File: config.mk
export PLATFORM = sky130hd
export DESIGN_NAME = round_sequencer
export DESIGN_NICKNAME = d
export VERILOG_FILES = /design/src/rtl/round_sequencer_pkg.sv /design/src/rtl/round_sequencer_ms_tick.sv /design/src/rtl/round_sequencer.sv
export SDC_FILE = /design/constraint.sdc
export NUM_CORES = 1
export LEC_CHECK = 0
export BUFFER_PORTS_ARGS = -buffer_cell sky130_fd_sc_hd__buf_4
export CORE_AREA = 2 2 87 89
export DETAILED_ROUTE_END_ITERATION = 10
export DIE_AREA = 0 0 89 91
export HOLD_SLACK_MARGIN = 0.12
export PLACE_DENSITY = 0.74
export SLEW_MARGIN = 40
export SYNTH_ARGS = -nofsm -noshare
export SYNTH_HDL_FRONTEND = slang
export SYNTH_SLANG_ARGS = --single-unit
File: constraint.sdc
create_clock -name clk -period 2.45 [get_ports clk]
set_input_delay 0.49 -clock clk [delete_from_list [all_inputs] [get_ports clk]]
set_output_delay 0.49 -clock clk [all_outputs]
set_load 0.1 [all_outputs]
File: src/rtl/round_sequencer_pkg.sv
// Shared game package: FSM state encoding and LFSR constants
// used by the round sequencer and its ms prescaler.
package round_sequencer_pkg;

   localparam logic [2:0] ST_IDLE      = 3'd0;
   localparam logic [2:0] ST_COUNTDOWN = 3'd1;
   localparam logic [2:0] ST_DELAY     = 3'd2;
   localparam logic [2:0] ST_GO        = 3'd3;
   localparam logic [2:0] ST_RESULT    = 3'd4;

   typedef enum logic [2:0] {
      IDLE      = ST_IDLE,
      COUNTDOWN = ST_COUNTDOWN,
      DELAY     = ST_DELAY,
      GO        = ST_GO,
      RESULT    = ST_RESULT
   } state_t;

   localparam logic [15:0] LFSR_SEED = 16'hACE1;

   // Taps 16,14,13,11 expressed on a right-shifting register:
   // the feedback bit is the XOR of bits 0,2,3,5.
   localparam logic [15:0] LFSR_TAPS = 16'h002D;

   function automatic logic [15:0] lfsr_next(input logic [15:0] l);
      return {^(l & LFSR_TAPS), l[15:1]};
   endfunction

endpackage

File: src/rtl/round_sequencer_ms_tick.sv
// Millisecond prescaler: one-cycle tick every CLKS_PER_MS clocks,
// restartable from zero by clear.
module ms_tick_gen #(
   parameter int CLKS_PER_MS = 100000
) (
   input  logic clk,
   input  logic rst,
   input  logic clear,
   output logic tick
);

   localparam int CW = (CLKS_PER_MS > 1) ? $clog2(CLKS_PER_MS) : 1;
   localparam logic [CW-1:0] LAST = CW'(CLKS_PER_MS - 1);

   logic [CW-1:0] cnt;

   // Free-running count that wraps at LAST or restarts on clear.
   always_ff @(posedge clk or posedge rst) begin
      if (rst)
         cnt <= '0;
      else if (clear || cnt == LAST)
         cnt <= '0;
      else
         cnt <= cnt + 1'b1;
   end

   assign tick = (cnt == LAST);

endmodule

File: src/rtl/round_sequencer.sv
// Reaction-game round sequencer: countdown, random hold-off,
// GO window and result hold, feeding the score tracker.
module round_sequencer
   import round_sequencer_pkg::*;
#(
   parameter int CLKS_PER_MS    = 100000,
   parameter int COUNTDOWN_SECS = 3,
   parameter int MIN_DELAY_MS   = 1000,
   parameter int RAND_BITS      = 11,
   parameter int TIMEOUT_MS     = 5000,
   parameter int RESULT_MS      = 2000
) (
   input  logic       clk,
   input  logic       rst,
   input  logic       start,
   input  logic       round_over,
   output logic       countdown_in_action,
   output logic       round_in_action,
   output logic       delay_done,
   output logic [3:0] countdown_digit,
   output logic       timeout
);

   localparam logic [15:0] SEC_TICKS = 16'd1000;
   localparam logic [15:0] TMO_TICKS = 16'(TIMEOUT_MS);
   localparam logic [15:0] RES_TICKS = 16'(RESULT_MS);
   localparam logic [15:0] MIN_DELAY = 16'(MIN_DELAY_MS);
   localparam logic [3:0]  FIRST_DIG = 4'(COUNTDOWN_SECS);

   state_t      state, state_n;
   logic [15:0] phase, phase_n;
   logic [15:0] delay_ms, delay_ms_n;
   logic [3:0]  digit_n;
   logic        timeout_n;
   logic        cia_n, ria_n, dd_n;
   logic [15:0] lfsr;
   logic        tick;
   logic        clear;

   ms_tick_gen #(
      .CLKS_PER_MS(CLKS_PER_MS)
   ) u_tick (
      .clk  (clk),
      .rst  (rst),
      .clear(clear),
      .tick (tick)
   );

   // Prescaler realigns to every state change so phases are whole ms.
   assign clear = (state_n != state);

   // Next-state, phase counter and registered-output decode.
   always_comb begin
      state_n    = state;
      phase_n    = phase;
      delay_ms_n = delay_ms;
      digit_n    = countdown_digit;
      timeout_n  = timeout;
      if (tick)
         phase_n = phase + 16'd1;
      unique case (state)
         IDLE: begin
            if (start) begin
               state_n = COUNTDOWN;
               digit_n = FIRST_DIG;
            end
         end
         COUNTDOWN: begin
            if (tick && phase == SEC_TICKS - 16'd1) begin
               phase_n = '0;
               if (countdown_digit == 4'd1) begin
                  state_n    = DELAY;
                  digit_n    = 4'd0;
                  delay_ms_n = MIN_DELAY
                             + 16'(lfsr[RAND_BITS-1:0]);
               end else begin
                  digit_n = countdown_digit - 4'd1;
               end
            end
         end
         DELAY: begin
            if (round_over)
               state_n = RESULT;
            else if (tick && phase == delay_ms - 16'd1)
               state_n = GO;
         end
         GO: begin
            if (round_over) begin
               state_n = RESULT;
            end else if (tick && phase == TMO_TICKS - 16'd1) begin
               state_n   = RESULT;
               timeout_n = 1'b1;
            end
         end
         RESULT: begin
            if (tick && phase == RES_TICKS - 16'd1) begin
               state_n   = IDLE;
               timeout_n = 1'b0;
            end
         end
         default: state_n = IDLE;
      endcase
      if (state_n != state)
         phase_n = '0;
      cia_n = (state_n == COUNTDOWN);
      ria_n = (state_n == DELAY) || (state_n == GO);
      dd_n  = (state_n == GO);
   end

   // State, phase and registered outputs.
   always_ff @(posedge clk or posedge rst) begin
      if (rst) begin
         state               <= IDLE;
         phase               <= '0;
         delay_ms            <= '0;
         countdown_digit     <= '0;
         timeout             <= 1'b0;
         countdown_in_action <= 1'b0;
         round_in_action     <= 1'b0;
         delay_done          <= 1'b0;
      end else begin
         state               <= state_n;
         phase               <= phase_n;
         delay_ms            <= delay_ms_n;
         countdown_digit     <= digit_n;
         timeout             <= timeout_n;
         countdown_in_action <= cia_n;
         round_in_action     <= ria_n;
         delay_done          <= dd_n;
      end
   end

   // Hold-off randomness: LFSR steps every clock from a nonzero seed.
   always_ff @(posedge clk or posedge rst) begin
      if (rst)
         lfsr <= LFSR_SEED;
      else
         lfsr <= lfsr_next(lfsr);
   end

endmodule

### Word-level counts from Yosys, hierarchy flattened

Index checks and enable logic that the tools add are counted.

* logic and storage cells: 69
* output and inout port bits: 8
* register bits after elaboration: 76

* reductions and logical operators: 13
* add/sub/neg operators: 5
* equal/unequal tests: 19
* muxes and demuxes: 22

Operator list (number)
* $mux 16: 4
* $mux 3: 8
* $add 17x1->17 const B: 1
* $eq 17x17->1 const B: 1
* $mux 17: 1
* $add 16x1->16 const B: 1
* $eq 16x10->1 const B: 1
* $eq 16x11->1 const B: 1
* $eq 16x13->1 const B: 1
* $eq 16x16->1: 1
* $reduce_xor 16->1: 1
* $sub 16x1->16 const B: 1
* $pmux 3 s5: 1
* $add 10x11->12 const A: 1
* $eq 3x2->1 const B: 4
* $mux 4: 3
* $ne 2x2->1 const B: 5
* $pmux 4 s2: 1
* $eq 3x1->1 const B: 2
* $reduce_and 3->1: 2
* $eq 4x1->1 const B: 1
* $logic_and 1x1->1: 4
* $reduce_and 4->1: 1
* $reduce_bool 2->1: 2
* other kinds (7): 10

### Longest topological paths before layout

* word-level depth: 9
* mapped depth: 10
* mapped depth without buffers: 9

### Hierarchy

From an unflattened synthesis, not the netlist that was laid out.

* cell total of the unflattened synthesis: 404
* area, all modules: 3948.8 sq um

Modules (own cells, without submodules)
* round_sequencer: times used 1, seq. area each 1386.3 sq um, area an instance 3071.7 sq um, cells each 314
* ms_tick_gen: times used 1, seq. area each 425.4 sq um, area an instance 877.1 sq um, cells each 90

### Worst setup path after synthesis

Ideal clock, no wire load.

* path type: flip-flop to flip-flop
* from: register delay_ms[0]
* to: register u_tick.cnt[3]
* path buffers: 0
* stages on the path, launching flop included: 10
* slack: -0.062 ns
* data required time: 2.311 ns
* data arrival time: 2.373 ns
* cell sequence: dfrtp_1 > inv_1 > ha_1 > nor4b_1 > nand2_1 > o311ai_1 > nor2_1 > or3b_1 > o221ai_2 > nor3_1

* word-level cells in the longest chain between the ends: 9

Ends and longest elaborated chain
* from (decl): line round_sequencer.sv:32 `logic [15:0] delay_ms, delay_ms_n;`
* from (signal assigned): line round_sequencer.sv:124 `delay_ms <= delay_ms_n;`
* $sub 16x1->16: line round_sequencer.sv:84 `else if (tick && phase == delay_ms - 16'd1)`
* $eq 16x16->1: line round_sequencer.sv:84
* $logic_and 1x1->1: line round_sequencer.sv:84
* $mux 3: line round_sequencer.sv:84
* $mux 3: line round_sequencer.sv:82 `if (round_over)`
* $pmux 3 s5: line round_sequencer.sv:61 `unique case (state)`
* $ne 3x3->1: line round_sequencer.sv:50 `assign clear = (state_n != state);`
* $logic_or 1x1->1: line round_sequencer_ms_tick.sv:21 `else if (clear || cnt == LAST)`
* $mux 17: line round_sequencer_ms_tick.sv:21
* to (signal assigned): line round_sequencer_ms_tick.sv:24 `cnt <= cnt + 1'b1;`
* to (decl): line round_sequencer_ms_tick.sv:15 `logic [CW-1:0] cnt;`

Every way passes these cells.
A chain may end at the register's enable or synchronous reset.

### Worst setup path in the final report

* from: register delay_ms[1]
* to: register phase[6]

* word-level cells in the longest chain between the ends: 8

Ends and longest elaborated chain
* $sub 16x1->16: line round_sequencer.sv:84
* $eq 16x16->1: line round_sequencer.sv:84
* $logic_and 1x1->1: line round_sequencer.sv:84
* $mux 3: line round_sequencer.sv:84
* $mux 3: line round_sequencer.sv:82
* $pmux 3 s5: line round_sequencer.sv:61
* $ne 3x3->1: line round_sequencer.sv:103 `if (state_n != state)`
* $mux 16: line round_sequencer.sv:103
* named net phase_n[6]: line round_sequencer.sv:31 `logic [15:0] phase, phase_n;`
* to (signal assigned): line round_sequencer.sv:123 `phase <= phase_n;`
* to (decl): line round_sequencer.sv:31

The timed path passes the listed nets, and every way through them passes these cells.

==> metrics <==
post-synthesis compound-gate area fraction=10.2%; Max VDD drop=0.493 mV; fillers=457; Netlist cell types=60; Clock Path Buffers=2; Initial Utilization=54.9%; critical path fanouts, max=7; syn_nets=416; ANT nets after route=0; most frequent cells in the layout=buf_4 (87), dfrtp_1 (63), nand2_1 (36), nor2_1 (30), xor2_1 (26); Final Power=2.71 mW; Worst Max-Slew Pin Slew=0.886 ns; core box area=7140 um^2; Synth async-reset ratio=100%; CP arrival=2.90 ns; layout cell share with drive strength beyond 1=40.8%; global route overflow=0; Avg WL per Cell=17.6 um; critical path class=flip-flop to flip-flop; Max Cap Viol=0; Seq pwr share=48.2%; DRC Markers=0; final setup violation count=39; dpl hpwl=6470 um; DR iter-0 viols=256; switching share of total power=29.2%; xor and xnor fraction of the mapped netlist area=11.4%; Pwr per Cell Area=500 nW/um^2; sequential-to-total area share from yosys stat=46.3%; Highest Clock Rate=0.379 GHz; CTS tree=done; Warnings, synthesis=0; skew final=0.0101 ns; Num CTS Buffers=9; CP required=2.71 ns; pin count of the biggest net entering global routing=30; site row count=31; register area=1810 um^2; DP Area=4630 um^2; Final Cell Area=5430 um^2; Hold Path Class=primary input to async pin; min cycle time layout=2.64 ns; net switching power=0.792 mW; final WL=10,600 um; I/O Buffers=11; RSZ-0062 raised after global routing=yes; post-route setup slack=-0.191 ns; Via Count=3,590; synthesized area=3920 um^2; critical path capture point type=flip-flop; Comb power frac=14.9%; final number of hold-violating endpoints=0; failing checks=negative setup slack; Via density=5.94; synthesized flop and latch total=72; # IOs=12; number of global-route vias before repair=3,389; Reg clk slew, reported paths=0.08 ns; antenna diode instance count=0; final layout net count=510; mux share of post-synthesis cell area=1.95%; CTS H-tree lvls=3; Post-synth EDFFs=0; Worst-Skew Late Latency=0.37 ns; Post-Synth Simple-Gate Area=25.7%; drt pass-1 iters=5; Inst Count DP=569; run status=complete, but fails checks; DIE AREA=8100 um^2; P&R area growth vs syn=38.6%; final non-filler cell total=604; commonest non-fill, non-tap cell in the layout=buf_4; number of clock sinks=72; first-pass GRT wire length=15,700 um; initial antenna violation count=0; GRT Util Overall=25.0%; Post-Synth Adder-Cell Area=1.92%; GPL Wtd Cong=1.00; max_slew headroom=41.0%; Die Width=89 um; Pint=1.92 mW; leak pwr=2.49 nW; area of the multi-input gates=2420 um^2; Die Y=91 um; ys flop type=dfrtp_1; main combinational cell family by area after synthesis=simple AND/OR/NAND/NOR gates; CTS root buf=clkbuf_8; Tcrit/Tclk final=108%; mean area per synthesized cell=9.64 um^2; Clk pwr share=36.9%; Pins Over Slew Limit=0; Syn Inst Count=406; nature of the critical path startpoint=flip-flop
-- state kept, by name (all words and copies together) (netlist names) --
name	count
timeout	1
phase	16
countdown_digit	4
round_in_action	1
u_tick.cnt	17
countdown_in_action	1
lfsr	16
delay_done	1
delay_ms	12
state	3
-- layout make-up --
cell class                 count  area share [%]
sequential                    72            33.4
inverter                       8           0.553
clock inverter                 7            1.59
tap                           99            2.28
timing repair buffer         100            15.3
multi-input combinational    309            44.6
clock buffer                   9            2.28
-- cell families (layout without fill, tap and decap cells) --
logic type | after synthesis | count (layout)
XOR/XNOR | 51 | 51
adder cells (fa/ha/maj) | 6 | 6
AO/OA/AOI/OAI | 61 | 62
buffers and inverters | 26 | 124
multiplexers | 7 | 7
flip-flops | 72 | 72
AND/OR/NAND/NOR | 183 | 183
-- worst max-delay path, cell delays in order (launching register included) --
cell and delay (ns):
dfrtp_1 0.43, buf_6 0.14, or2_4 0.27, buf_6 0.12, or3_1 0.36, a32o_2 0.26
o21ai_2 0.18, nand4_1 0.18, o211ai_4 0.31, clkbuf_16 0.21, a21oi_2 0.05
-- synthesized netlist by cell type, types with 2 or more instances --
cell       number  area (um^2)
nand2b_1        6         37.5
o221ai_2        2         30.0
o21ai_0        19         95.1
ha_1            6         75.1
nor4_1         10         62.6
nor3_1         13         65.1
nor2b_1         3         18.8
or2_2           3         18.8
nor2_1         37          139
mux2_2          5         56.3
nor3b_1         6         45.0
dfrtp_1        64         1600
mux2i_1         2         20.0
nand3_1         9         45.0
xor2_1         27          236
nand2_1        38          143
o2bb2ai_1       2         17.5
nand4_1        19          119
nand4b_1        2         17.5
clkbuf_1       15         56.3
nand3b_1        5         37.5
or3_1           6         37.5
a31oi_1         2         12.5
o31ai_1         2         15.0
a21oi_1        18         90.1
inv_1           8         30.0
nor4b_1         6         52.6
or4_1           3         22.5
dfstp_2         8          210
xnor2_1        24          210
and2_1          3         18.8
and3_1          5         31.3
-- timing repair --
| action | in CTS | in global routing |
|---|---|---|
| pin swaps | 9 | 45 |
| cloned | 1 | 1 |
| endpoints found under the setup margin | 34 | 47 |
| setup buffers | 5 | 12 |
| gates resized for setup | 20 | 71 |
| hold buffers | 0 | 0 |
-- layer usage --
layer	global-route usage [%]	vias to the layer above	wire, um
met1	34.3	1763	4450
met2	38.1	142	5210
met3	6.82	38	556
met4	8.21	0	406
li1	-	1647	-
met5	0	-	0
-- path summary, 6_finish.rpt --
| check | from | to | slack, ns | depth (start not counted) |
|---|---|---|---|---|
| min | rst | delay_ms[2]$_DFFE_PP0P_ | 0.13 | 2 |
| max reg2reg | delay_ms[1]$_DFFE_PP0P_ | phase[6]$_DFF_PP0_ | -0.19 | 10 |
| min in group clk | lfsr[12]$_DFF_PP0_ | lfsr[11]$_DFF_PP1_ | 0.36 | 0 |
| min reg2reg | lfsr[12]$_DFF_PP0_ | lfsr[11]$_DFF_PP1_ | 0.36 | 0 |
| max | delay_ms[1]$_DFFE_PP0P_ | phase[6]$_DFF_PP0_ | -0.19 | 10 |
| max in group asynchronous | rst | countdown_digit[0]$_DFFE_PP0P_ | 1.64 | 3 |
-- per-stage QoR --
step,hold slack (ns),setup slack (ns),TNS [ns],utilization [%]
after global routing,0.172,-0.236,-7.87,76.0
final,0.133,-0.191,-4.50,76.0
after global placement,0.346,-0.0888,-1.58,64.9
after CTS,0.144,-0.0778,-0.948,69.8
after detailed placement,0.339,-0.137,-2.80,64.9
after floorplan,0.333,-0.0373,-0.474,-
-- power groups by stage --
stage          Combinational [mW]  Sequential (mW)  Clock (mW)
6_report                    0.404             1.31        1.00
5_1_grt                     0.444             1.31        1.07
4_1_cts                     0.356             1.30        1.01
3_5_place_dp                0.347             1.32           0
3_3_place_gp                0.340             1.31           0
2_1_floorplan               0.153             1.37           0
Note: power is estimated with default switching activity, not from simulation.
